--- src/rtl/fxp_pkg.sv ---
// fxp_pkg: shared fixed-point helpers, saturation limits and operation encoding
package fxp_pkg;
  typedef enum logic {FXP_ADD, FXP_SUB} fxp_op_e;
  function automatic int fxp_imax(int x, int y);
    return x > y ? x : y;
  endfunction
  function automatic int fxp_im(int ia, int ib);
    return fxp_imax(ia, ib);
  endfunction
  function automatic int fxp_fm(int fa, int fb);
    return fxp_imax(fa, fb);
  endfunction
  function automatic int fxp_sw(int ia, int fa, int ib, int fb);
    return fxp_im(ia, ib) + fxp_fm(fa, fb) + 1;
  endfunction
  function automatic longint fxp_max(int i, int f);
    return (longint'(1) <<< (i + f - 1)) - 1;
  endfunction
  function automatic longint fxp_min(int i, int f);
    return -(longint'(1) <<< (i + f - 1));
  endfunction
endpackage

--- src/rtl/fxp_round_sat.sv ---
// fxp_round_sat: combinational requantise and saturate, round-half-up when FXP_ROUND_EN is defined
module fxp_round_sat
  import fxp_pkg::*;
#(
  parameter int II = 5,
  parameter int FI = 5,
  parameter int OI = 4,
  parameter int OF = 4
) (
  input  logic [II+FI-1:0] x,
  output logic [OI+OF-1:0] y,
  output logic             ovf,
  output logic             udf
);
  localparam int OW = OI + OF;
  localparam int RW = fxp_imax(II + 1, OI) + OF;
  localparam longint MAXV = fxp_max(OI, OF);
  localparam longint MINV = fxp_min(OI, OF);
  logic signed [RW-1:0] r;
  generate
    if (OF < FI) begin : g_drop
      localparam int D = FI - OF;
      logic signed [RW+D-1:0] xe;
      assign xe = (RW + D)'($signed(x));
`ifdef FXP_ROUND_EN
      logic signed [RW+D-1:0] xr;
      assign xr = xe + (RW + D)'(1 << (D - 1));
      assign r = RW'(xr >>> D);
`else
      assign r = RW'(xe >>> D);
`endif
    end else begin : g_pad
      assign r = RW'($signed(x)) <<< (OF - FI);
    end
  endgenerate
  always_comb begin
    ovf = longint'(r) > MAXV;
    udf = longint'(r) < MINV;
    y = ovf ? OW'(MAXV) : udf ? OW'(MINV) : r[OW-1:0];
  end
endmodule

--- src/rtl/fxp_addsub_pipe.sv ---
// fxp_addsub_pipe: 3-stage saturating fixed-point add/sub with valid/ready, rounding via FXP_ROUND_EN
module fxp_addsub_pipe
  import fxp_pkg::*;
#(
  parameter int IA = 4,
  parameter int FA = 5,
  parameter int IB = 3,
  parameter int FB = 5,
  parameter int IO = 4,
  parameter int FO = 4
) (
  input  logic             clk,
  input  logic             rst,
  input  logic             in_valid,
  output logic             in_ready,
  input  logic [IA+FA-1:0] a,
  input  logic [IB+FB-1:0] b,
  input  logic             op_sub,
  output logic             out_valid,
  input  logic             out_ready,
  output logic [IO+FO-1:0] sum,
  output logic             ovf,
  output logic             udf,
  input  logic             clr_flags,
  output logic             ovf_sticky,
  output logic             udf_sticky
);
  localparam int IM = fxp_im(IA, IB);
  localparam int FM = fxp_fm(FA, FB);
  localparam int SW = fxp_sw(IA, FA, IB, FB);
  localparam int OW = IO + FO;
  logic v1_q, v1_d, v2_q, v2_d, v3_q, v3_d;
  logic signed [SW-1:0] a1_q, a1_d, b1_q, b1_d, s2_q, s2_d, a_al, b_al;
  logic [OW-1:0] sum_q, sum_d, rs_sum;
  logic ovf_q, ovf_d, udf_q, udf_d, rs_ovf, rs_udf;
  logic ovfs_q, ovfs_d, udfs_q, udfs_d;
  logic adv;
  fxp_op_e op;
  fxp_round_sat #(.II(IM + 1), .FI(FM), .OI(IO), .OF(FO)) u_rs (
    .x(s2_q), .y(rs_sum), .ovf(rs_ovf), .udf(rs_udf)
  );
  always_comb begin
    op = fxp_op_e'(op_sub);
    adv = !v3_q | out_ready;
    a_al = SW'($signed(a)) <<< (FM - FA);
    b_al = SW'($signed(b)) <<< (FM - FB);
    v1_d = adv ? in_valid : v1_q;
    v2_d = adv ? v1_q : v2_q;
    v3_d = adv ? v2_q : v3_q;
    a1_d = (adv & in_valid) ? a_al : a1_q;
    b1_d = (adv & in_valid) ? (op == FXP_SUB ? -b_al : b_al) : b1_q;
    s2_d = (adv & v1_q) ? a1_q + b1_q : s2_q;
    sum_d = (adv & v2_q) ? rs_sum : sum_q;
    ovf_d = (adv & v2_q) ? rs_ovf : ovf_q;
    udf_d = (adv & v2_q) ? rs_udf : udf_q;
    ovfs_d = (v3_q & out_ready & ovf_q) | (ovfs_q & !clr_flags);
    udfs_d = (v3_q & out_ready & udf_q) | (udfs_q & !clr_flags);
  end
  always_ff @(posedge clk or negedge rst) begin
    if (!rst) begin
      v1_q <= 1'b0;
      v2_q <= 1'b0;
      v3_q <= 1'b0;
      a1_q <= '0;
      b1_q <= '0;
      s2_q <= '0;
      sum_q <= '0;
      ovf_q <= 1'b0;
      udf_q <= 1'b0;
      ovfs_q <= 1'b0;
      udfs_q <= 1'b0;
    end else begin
      v1_q <= v1_d;
      v2_q <= v2_d;
      v3_q <= v3_d;
      a1_q <= a1_d;
      b1_q <= b1_d;
      s2_q <= s2_d;
      sum_q <= sum_d;
      ovf_q <= ovf_d;
      udf_q <= udf_d;
      ovfs_q <= ovfs_d;
      udfs_q <= udfs_d;
    end
  end
  assign in_ready = adv;
  assign out_valid = v3_q;
  assign sum = sum_q;
  assign ovf = ovf_q;
  assign udf = udf_q;
  assign ovf_sticky = ovfs_q;
  assign udf_sticky = udfs_q;
endmodule

--- config.mk ---
export PLATFORM = sky130hd
export DESIGN_NAME = fxp_addsub_pipe
export DESIGN_NICKNAME = d
export VERILOG_FILES = /design/src/rtl/fxp_pkg.sv /design/src/rtl/fxp_round_sat.sv /design/src/rtl/fxp_addsub_pipe.sv
export SDC_FILE = /design/constraint.sdc
export NUM_CORES = 1
export LEC_CHECK = 0
export ABC_AREA = 1
export ABC_CLOCK_PERIOD_IN_PS = 1500
export CAP_MARGIN = 25
export CORE_MARGIN = 4
export CORE_UTILIZATION = 48
export CTS_BUF_LIST = sky130_fd_sc_hd__clkbuf_8 sky130_fd_sc_hd__clkbuf_16
export DETAILED_ROUTE_END_ITERATION = 6
export PLACE_DENSITY = 0.76
export SLEW_MARGIN = 15
export SYNTH_ARGS = -nofsm -noshare
export SYNTH_HDL_FRONTEND = slang
export SYNTH_SLANG_ARGS = --single-unit
--- constraint.sdc ---
create_clock -name clk -period 1.5 [get_ports clk]
set_clock_uncertainty 0.15 [all_clocks]
set_input_delay 0.3 -clock clk [delete_from_list [all_inputs] [get_ports clk]]
set_output_delay 0.3 -clock clk [all_outputs]
set_load 0.005 [all_outputs]
==> flow_summary.toml, run 1 <==
[worst_setup_path]
r2r-start = "b1_q[0]"
path_buf_inv = 1
critPathSlowestCell = "fa_2"
cp-end-kind = "flip-flop"
crit_path_start = "b1_q[0]"
path_class = "reg -> reg"
cp_top_family = "adder cells"
path_cells = "nand2_2 -> fa_2 -> o21ai_4 -> buf_4 -> xnor2_1 -> o21ai_0"
cp_data_required_time_ps = 1530
worst-path-max-fanout = 3
critPathLaunchType = "flip-flop"
cp.arrival_ps = 1700
max_stage_delay_ps = 420

[detailed_routing]
drt-initial-drc-count = 64
drt_wl_total_um = 5590
via_per_inst = 5.02
drc = 0
vias = 2167
dr.pass1.iters = 4
ant_nets = 0
post_drt_wl_per_cell_um = 12.9

[die]
die_height_um = 77.3
core_area_um2 = 4500
start_util_pct = 51.2
die_area_um2 = 5970
die_w_um = 77.3
num_rows = 24
io_pins = 37

[sta]
max_freq_ghz = 0.602
worst_pin_slew_ps = 316
fin_crit_sh_pct = 111
setup_slack_ps = -161
slew_headroom_pct = 78.9
final_max_slew_viol_count = 0
finalHoldViolations = 0
finalSetupViolations = 9
holdWs_ps = 324
fin_crit_ps = 1660
grt_setup_unrepaired = "yes"

[synth]
synth_area_um2 = 2300
synth.distinct_cells = 32
synth-seq-cells = 43
ys_seq_area_share_pct = 46.7
yosysTopAreaCellShare_pct = 46.7
synth_area_leaders = "dfrtp_1 47%, nand2_1 16%, ha_1 4.9%"
syn-num-nets = 314
yosysTopAreaCell = "dfrtp_1"
synthCells = 281
async_reset_ff_share_pct = 100
yosys_most_used_dff = "dfrtp_1"
synth_edf_count = 0
avgSynthCellArea_um2 = 8.20
ys_warn_count = 0

[cts]
cts_buffer_depth = 2
cts_tree = "built"
cts_root_buf = "clkbuf_8"
cts_sinks = 43
cts_made_buffers = 5
clk_pin_slew_worst_paths_ps = 80
clock_latency_ps = 300
htreeDepth = 2

[layout]
most-common-layout-cells = "81 x nand2_1, 50 x buf_4, 43 x dfrtp_1"
multi_input_area_um2 = 1310
mostFrequentLayoutCell = "nand2_1"
insertedDiodeCount = 0
drive_above_1_share_pct = 34.7
synthToLayoutAreaGrowth_pct = 52.8
fin_nets = 413
seq_area_um2 = 1080
fin_cells = 432
fillerInstances = 305

[power]
power_density_nw_per_um2 = 1610
p_leak_nw = 1.78
peakVddDrop_uv = 628

[flow_run]
maxCapViolations = 0

[global_route]
grt_max_degree = 44
grt_pass1_vias = 2089
track_usage_pct = 18.5
grt_pass1_wl_um = 8950
antenna_found_initial = 0
grt_overflow_total = 0

[placed_design]
pre_cts_ws_ps = -428
io_buffers = 36
dp_hpwl_um = 3600
place_inst = 402
gp_congestion = 0.753

[hold_path]
worstHoldStart = "b[1]"
hold_class = "in -> reg"

[status]
status = "finished with violations"
violations = "negative setup slack"
## registers in the layout (all words and copies together), names as in the netlist
| register | cells |
|---|---|
| ovf_sticky | 1 |
| udf | 1 |
| v1_q | 1 |
| udf_sticky | 1 |
| b1_q | 10 |
| s2_q | 9 |
| sum | 8 |
| ovf | 1 |
| a1_q | 9 |
| v2_q | 1 |
| out_valid | 1 |
## synthesized netlist by cell type, types with 2 or more instances
cell type	number
nand2_1	99
xor2_1	4
inv_2	3
o21ai_1	3
nor2_4	3
a21o_1	2
inv_4	2
nand3_1	19
inv_1	27
dfrtp_1	43
nor2_1	17
a21oi_1	8
o21ai_0	22
xnor2_1	3
ha_1	9
## path summary, 6_finish.rpt
| check | endpoint | slack (ps) | cells past startpoint |
|---|---|---|---|
| setup / recovery | s2_q[4] | -160 | 6 |
| hold / removal | b1_q[1] | 320 | 5 |
| setup reg to reg | s2_q[4] | -160 | 6 |
| hold reg to reg | s2_q[9] | 330 | 2 |
| max in group asynchronous | b1_q[5] | 650 | 3 |
| min in group asynchronous | ovf | 350 | 3 |
## worst min-delay path: cells and delay by family
| family | cells | cell delay, ps |
|---|---|---|
| buf+inv | 2 | 170 |
| compound gates | 2 | 200 |
| simple gates | 1 | 60 |
## area by class of cell
type                            instances  share of cell area, %
Clock inverter                          1                  0.142
Inverter                               32                   3.84
Timing Repair Buffer                   97                   24.2
Tap cell                               52                   1.85
Multi-Input combinational cell        201                   37.1
Sequential cell                        43                   30.6
Clock buffer                            6                   2.34
## logic make-up after synthesis
family	share of synthesized area, %
xor+xnor	2.66
buf+inv	8.36
compound gates	9.34
fa+ha+maj	5.75
simple gates	27.2
flops	46.7
## where the power goes
part           internal (W)  leakage, nW  switching [W]
Clock              0.000361       0.0470       0.000385
Sequential          0.00157        0.527       0.000282
Combinational       0.00159         1.21        0.00149
Total               0.00352         1.78        0.00215
## through the flow
step | setup TNS (ps) | util, % | power [W] | instance area, um2
after floorplan | 0 | - | 0.00314 | 2340
after global placement | -11420 | 66.6 | 0.00406 | 3000
after detailed placement | -12600 | 66.6 | 0.00414 | 3000
after CTS | -336 | 73.5 | 0.00525 | 3310
after global routing | -2260 | 78.2 | 0.00611 | 3520
final | -882 | 78.2 | 0.00567 | 3520
## what timing repair did
item	CTS	global route
pin swaps	12	32
setup buffers	13	10
hold buffers	1	0
hold endpoints to repair	43	0
endpoints found under the setup margin	49	32
gates resized for setup	49	50
## layer usage
metal | wire [um] | vias to the layer above | track usage [%]
li1 | - | 1089 | -
met1 | 2240 | 1022 | 20.3
met2 | 3040 | 47 | 34.7
met3 | 219 | 9 | 4.33
met4 | 88 | 0 | 5.69
met5 | 0 | - | 0
Power figures use the tool's default switching activity.
==> run 2: changes to the inputs <==
Settings changed: PLACE_DENSITY 0.76 to 0.74, SKIP_LAST_GASP from default to 1.
==> flow_summary.toml, run 2 (same netlist as run 1, synthesis figures left out) <==
[status]
status = "finished with violations"
violations = "negative setup slack"

[worst_setup_path]
max_stage_delay_ps = 430
cp.arrival_ps = 1710
worst-path-max-fanout = 4
cp-end-kind = "flip-flop"
path_cells = "ha_4 -> nand2_2 -> inv_2 -> nand2_1 -> nand2_1 -> nand2_1 -> nand3_1 -> nand2_1 -> nand3_1 -> nand2_1"
critPathLaunchType = "flip-flop"
crit_path_start = "a1_q[3]"
path_class = "reg -> reg"
cpMostUsedCell = "nand2_1"
r2r-start = "a1_q[3]"
cp_top_family = "simple AND/OR/NAND/NOR gates"
cp_data_required_time_ps = 1550
ff2ff_path_depth = 10
path_buf_inv = 1
reg2reg_slack_ps = -160
r2r-end = "s2_q[9]"
critPathSlowestCell = "dfrtp_1"

[cts]
htreeDepth = 2
cts_buffer_depth = 2
cts_made_buffers = 5
clock_latency_ps = 310
clk_pin_slew_worst_paths_ps = 80
cts_tree = "built"
cts_root_buf = "clkbuf_8"
cts_sinks = 43

[layout]
largest_register = "b1_q"
most-common-layout-cells = "91 x nand2_1, 50 x buf_4, 43 x dfrtp_1"
fillerInstances = 284
utilization_pct = 78.6
insertedDiodeCount = 0
drive_above_1_share_pct = 32.1
reg_top3 = "b1_q (10), a1_q (9), s2_q (9)"
largest_reg_flops = 10
synthToLayoutAreaGrowth_pct = 53.6
fin_nets = 412
fin_area_um2 = 3540
mostFrequentLayoutCell = "nand2_1"
fin_cells = 432

[detailed_routing]
ant_nets = 0
via_per_inst = 5.06
dr_wl_met2_um = 3130
wl_met3_um = 261
drt_wl_total_um = 5710
wl_met1_um = 2180
drt-initial-drc-count = 92
dr.max_layer_used = "met4"
vias = 2188
drc = 0
dr.pass1.iters = 5
post_drt_wl_per_cell_um = 13.2

[flow_run]
maxCapViolations = 0

[die]
io_pins = 37
die_w_um = 77.3
num_rows = 24
start_util_pct = 51.2
die_area_um2 = 5970
die_height_um = 77.3
core_area_um2 = 4500

[hold_path]
worstHoldStart = "b[1]"
worstHoldEndpoint = "b1_q[1]"
hold_class = "in -> reg"
min_path_cells = 5

[power]
seqPwrFrac_pct = 30.9
peakVddDrop_uv = 609
pwr-share-comb_pct = 51.2
p_leak_nw = 1.79
switching_share_pct = 36.4
switchingPower_w = 0.00218
power_density_nw_per_um2 = 1690
p_clk_share_pct = 17.9
p_int_w = 0.00380

[sta]
worst_pin_slew_ps = 280
finalSetupViolations = 14
setup_slack_ps = -160
fin_crit_sh_pct = 111
finalHoldViolations = 0
slew_headroom_pct = 81.3
grt_setup_unrepaired = "yes"
final_max_slew_viol_count = 0
fin_crit_ps = 1660
max_freq_ghz = 0.602
holdWs_ps = 299

[placed_design]
gp_congestion = 0.756
io_buffers = 36
dpl-instance-area_um2 = 3040
dp_hpwl_um = 3590
pre_cts_ws_ps = -416
place_inst = 407

[global_route]
grt_max_degree = 44
track_usage_pct = 19.1
grt_pass1_wl_um = 9200
grt_pass1_vias = 2148
grt_overflow_total = 0
antenna_found_initial = 0
==> run 2: cell count changes in the layout (fill, tap and decap cells not counted), sizes merged <==
cell / before / now
clkinv: 1 / 0
clkinvlp: 0 / 1
bufinv: 0 / 2
clkbuf: 7 / 5
==> run 2: layer usage <==
metal,track usage [%],vias to the layer above
li1,-,1089
met1,20.2,1020
met2,36.9,66
met3,4.22,13
met4,6.41,0
met5,0,-
==> run 2: final cells by class <==
cell class                 count  area, um2  area share, %
multi-input combinational    201       1280           36.2
sequential                    43       1080           30.4
clock inverter                 3       67.6           1.91
clock buffer                   5       68.8           1.94
timing repair buffer          96        847           23.9
tap                           52       65.1           1.84
inverter                      32        133           3.75
==> run 2: power by group through the flow <==
stage	clock, W	sequential (W)	combinational (W)
after global routing	0.00114	0.00191	0.00337
after CTS	0.00109	0.00182	0.00263
after detailed placement	0	0.00183	0.00236
after global placement	0	0.00181	0.00229
final	0.00107	0.00185	0.00306
after floorplan	0	0.00181	0.00133
==> run 2: through the flow <==
step | setup TNS [ps] | power, W
final | -992 | 0.00598
after floorplan | 0 | 0.00314
after detailed placement | -11710 | 0.00419
after global routing | -2970 | 0.00642
after CTS | -730 | 0.00554
after global placement | -11090 | 0.00410
==> run 2: worst max path at each step <==
stage          endpoint  slack (ps)  cells after the start
6_report        s2_q[9]        -160                     10
3_5_place_dp   in_ready        -420                      4
3_3_place_gp   in_ready        -420                      4
4_1_cts         s2_q[6]        -120                      8
5_1_grt         s2_q[9]        -260                      8
2_1_floorplan   s2_q[8]           4                      6
==> run 2: worst reg2reg max path, delay by kind of cell (launching register included) <==
| kind | cells | cell delay [ps] |
|---|---|---|
| adder cells (fa/ha/maj) | 1 | 330 |
| buffers and inverters | 1 | 70 |
| flip-flops | 1 | 430 |
| AND/OR/NAND/NOR | 8 | 570 |
==> run 2: what timing repair did <==
item | in CTS | in global routing
gates resized for setup | 43 | 46
buffers inserted | 11 | 6
hold buffers | 1 | 0
pin swaps | 14 | 14
hold endpoints to repair | 43 | 0
endpoints found under the setup margin | 40 | 38
==> run 3: changes to the inputs <==
Settings changed: CORE_MARGIN 4 to default, PLACE_DENSITY 0.74 to 0.73.
==> flow_summary.toml, run 3 (same netlist as run 1, synthesis figures left out) <==
[die]
io_pins = 37
start_util_pct = 51.5
die_w_um = 71.3
core_area_um2 = 4470
die_height_um = 71.3
die_area_um2 = 5080
num_rows = 24

[layout]
largest_register = "b1_q"
fin_cells = 436
reg_top3 = "b1_q (10), a1_q (9), s2_q (9)"
drive_above_1_share_pct = 32.6
fin_nets = 416
synthToLayoutAreaGrowth_pct = 54.1
fin_area_um2 = 3550
most-common-layout-cells = "87 x nand2_1, 52 x buf_4, 43 x dfrtp_1"
insertedDiodeCount = 0
largest_reg_flops = 10
mostFrequentLayoutCell = "nand2_1"

[cts]
cts_tree = "built"
cts_made_buffers = 5
cts_root_buf = "clkbuf_8"
clk_pin_slew_worst_paths_ps = 90
cts_sinks = 43
htreeDepth = 2
clock_latency_ps = 310
cts_buffer_depth = 2

[worst_setup_path]
crit_path_start = "b1_q[4]"
reg2reg_slack_ps = -200
cp-end-kind = "flip-flop"
cp_data_required_time_ps = 1560
endpoint = "s2_q[9]"
r2r-end = "s2_q[9]"
cp.arrival_ps = 1750
r2r-start = "b1_q[4]"
ff2ff_path_depth = 8
worst-path-max-fanout = 4
critPathLaunchType = "flip-flop"
path_class = "reg -> reg"

[power]
power_density_nw_per_um2 = 1630
seqPwrFrac_pct = 31.9
peakVddDrop_uv = 707
p_clk_share_pct = 16.0
p_leak_nw = 1.81
switchingPower_w = 0.00216
pwr-share-comb_pct = 52.1
p_int_w = 0.00363
switching_share_pct = 37.3

[sta]
final_max_slew_viol_count = 0
worst_pin_slew_ps = 259
grt_setup_unrepaired = "yes"
fin_crit_sh_pct = 113
finalSetupViolations = 8
max_freq_ghz = 0.590
slew_headroom_pct = 82.7
finalHoldViolations = 0
setup_slack_ps = -195
fin_crit_ps = 1700

[hold_path]
min_path_cells = 5
hold_class = "in -> reg"

[detailed_routing]
vias = 2208
post_drt_wl_per_cell_um = 12.8
drt_wl_total_um = 5580
via_per_inst = 5.06
dr.pass1.iters = 7
ant_nets = 0
drc = 4
drt-initial-drc-count = 96

[global_route]
track_usage_pct = 23.1
grt_pass1_vias = 2243
grt_pass1_wl_um = 9070
grt_max_degree = 44
grt_overflow_total = 0
antenna_found_initial = 0

[placed_design]
io_buffers = 36
place_inst = 407
dpl-instance-area_um2 = 3020
gp_congestion = 0.784
dp_hpwl_um = 3440

[status]
status = "finished with violations"
violations = "design-rule violations, negative setup slack"

[flow_run]
maxCapViolations = 0
[run 3: cell types whose count changed in the layout (fill, tap and decap cells not counted), sizes merged]
cell / change
inv: +1
buf: +3
bufinv: -1
clkinvlp: -1
clkinv: +1
clkbuf: +1
[run 3: metrics by stage]
stage	utilization, %	hold WS, ps	total power, W	worst slack [ps]	setup TNS [ps]
finish	79.4	257	0.00580	-195	-843
global placement	67.6	140	0.00406	-409	-11680
global route	79.4	305	0.00619	-260	-1880
floorplan	-	-146	0.00314	4.48	0
CTS	75.0	311	0.00541	-122	-503
detailed placement	67.6	150	0.00414	-413	-12470
[run 3: repair_timing]
| item | in CTS | in global routing |
|---|---|---|
| hold buffers | 1 | 0 |
| endpoints found under the setup margin | 40 | 39 |
| setup buffers | 12 | 8 |
| gates resized for setup | 48 | 49 |
| gates cloned | 0 | 0 |
| endpoints found under the hold margin | 43 | 0 |
| pin swaps | 16 | 14 |
[run 3: worst min path at each step]
stage	from	to	slack [ps]
2_1_floorplan	rst	a1_q[0]	-150
3_3_place_gp	rst	sum[0]	140
3_5_place_dp	rst	udf	150
4_1_cts	out_ready	ovf_sticky	310
5_1_grt	b[1]	b1_q[1]	300
6_report	b[1]	b1_q[1]	260
[run 3: routing by layer]
layer  wire [um]  GRT usage [%]  up-vias
met5           0              0        -
met4         117           10.9        0
met3         216           5.63       12
met2        3070           43.5       63
met1        2170           24.1     1034
li1            -              -     1099
[run 3: final cells by class]
class	instances	area [um2]
Multi-Input combinational cell	201	1280
Sequential cell	43	1080
Fill cell	291	923
Timing Repair Buffer	100	878
Inverter	32	135
Clock buffer	5	68.8
Tap cell	52	65.1
Clock inverter	3	47.5
[run 3: power groups by stage]
stage,logic [W],registers [W],clock network (W)
finish,0.00302,0.00185,0.000928
global route,0.00332,0.00190,0.000969
CTS,0.00264,0.00183,0.000940
detailed placement,0.00231,0.00183,0
global placement,0.00225,0.00181,0
floorplan,0.00133,0.00181,0
[run 3: worst max-delay path: stages, from the launching register on]
cell	delay, ps
dfrtp_1	430
ha_4	330
nand2_2	80
nor2_1	140
nand3_1	130
nand3_1	130
nand2_1	80
nand3_1	70
nand2_1	50
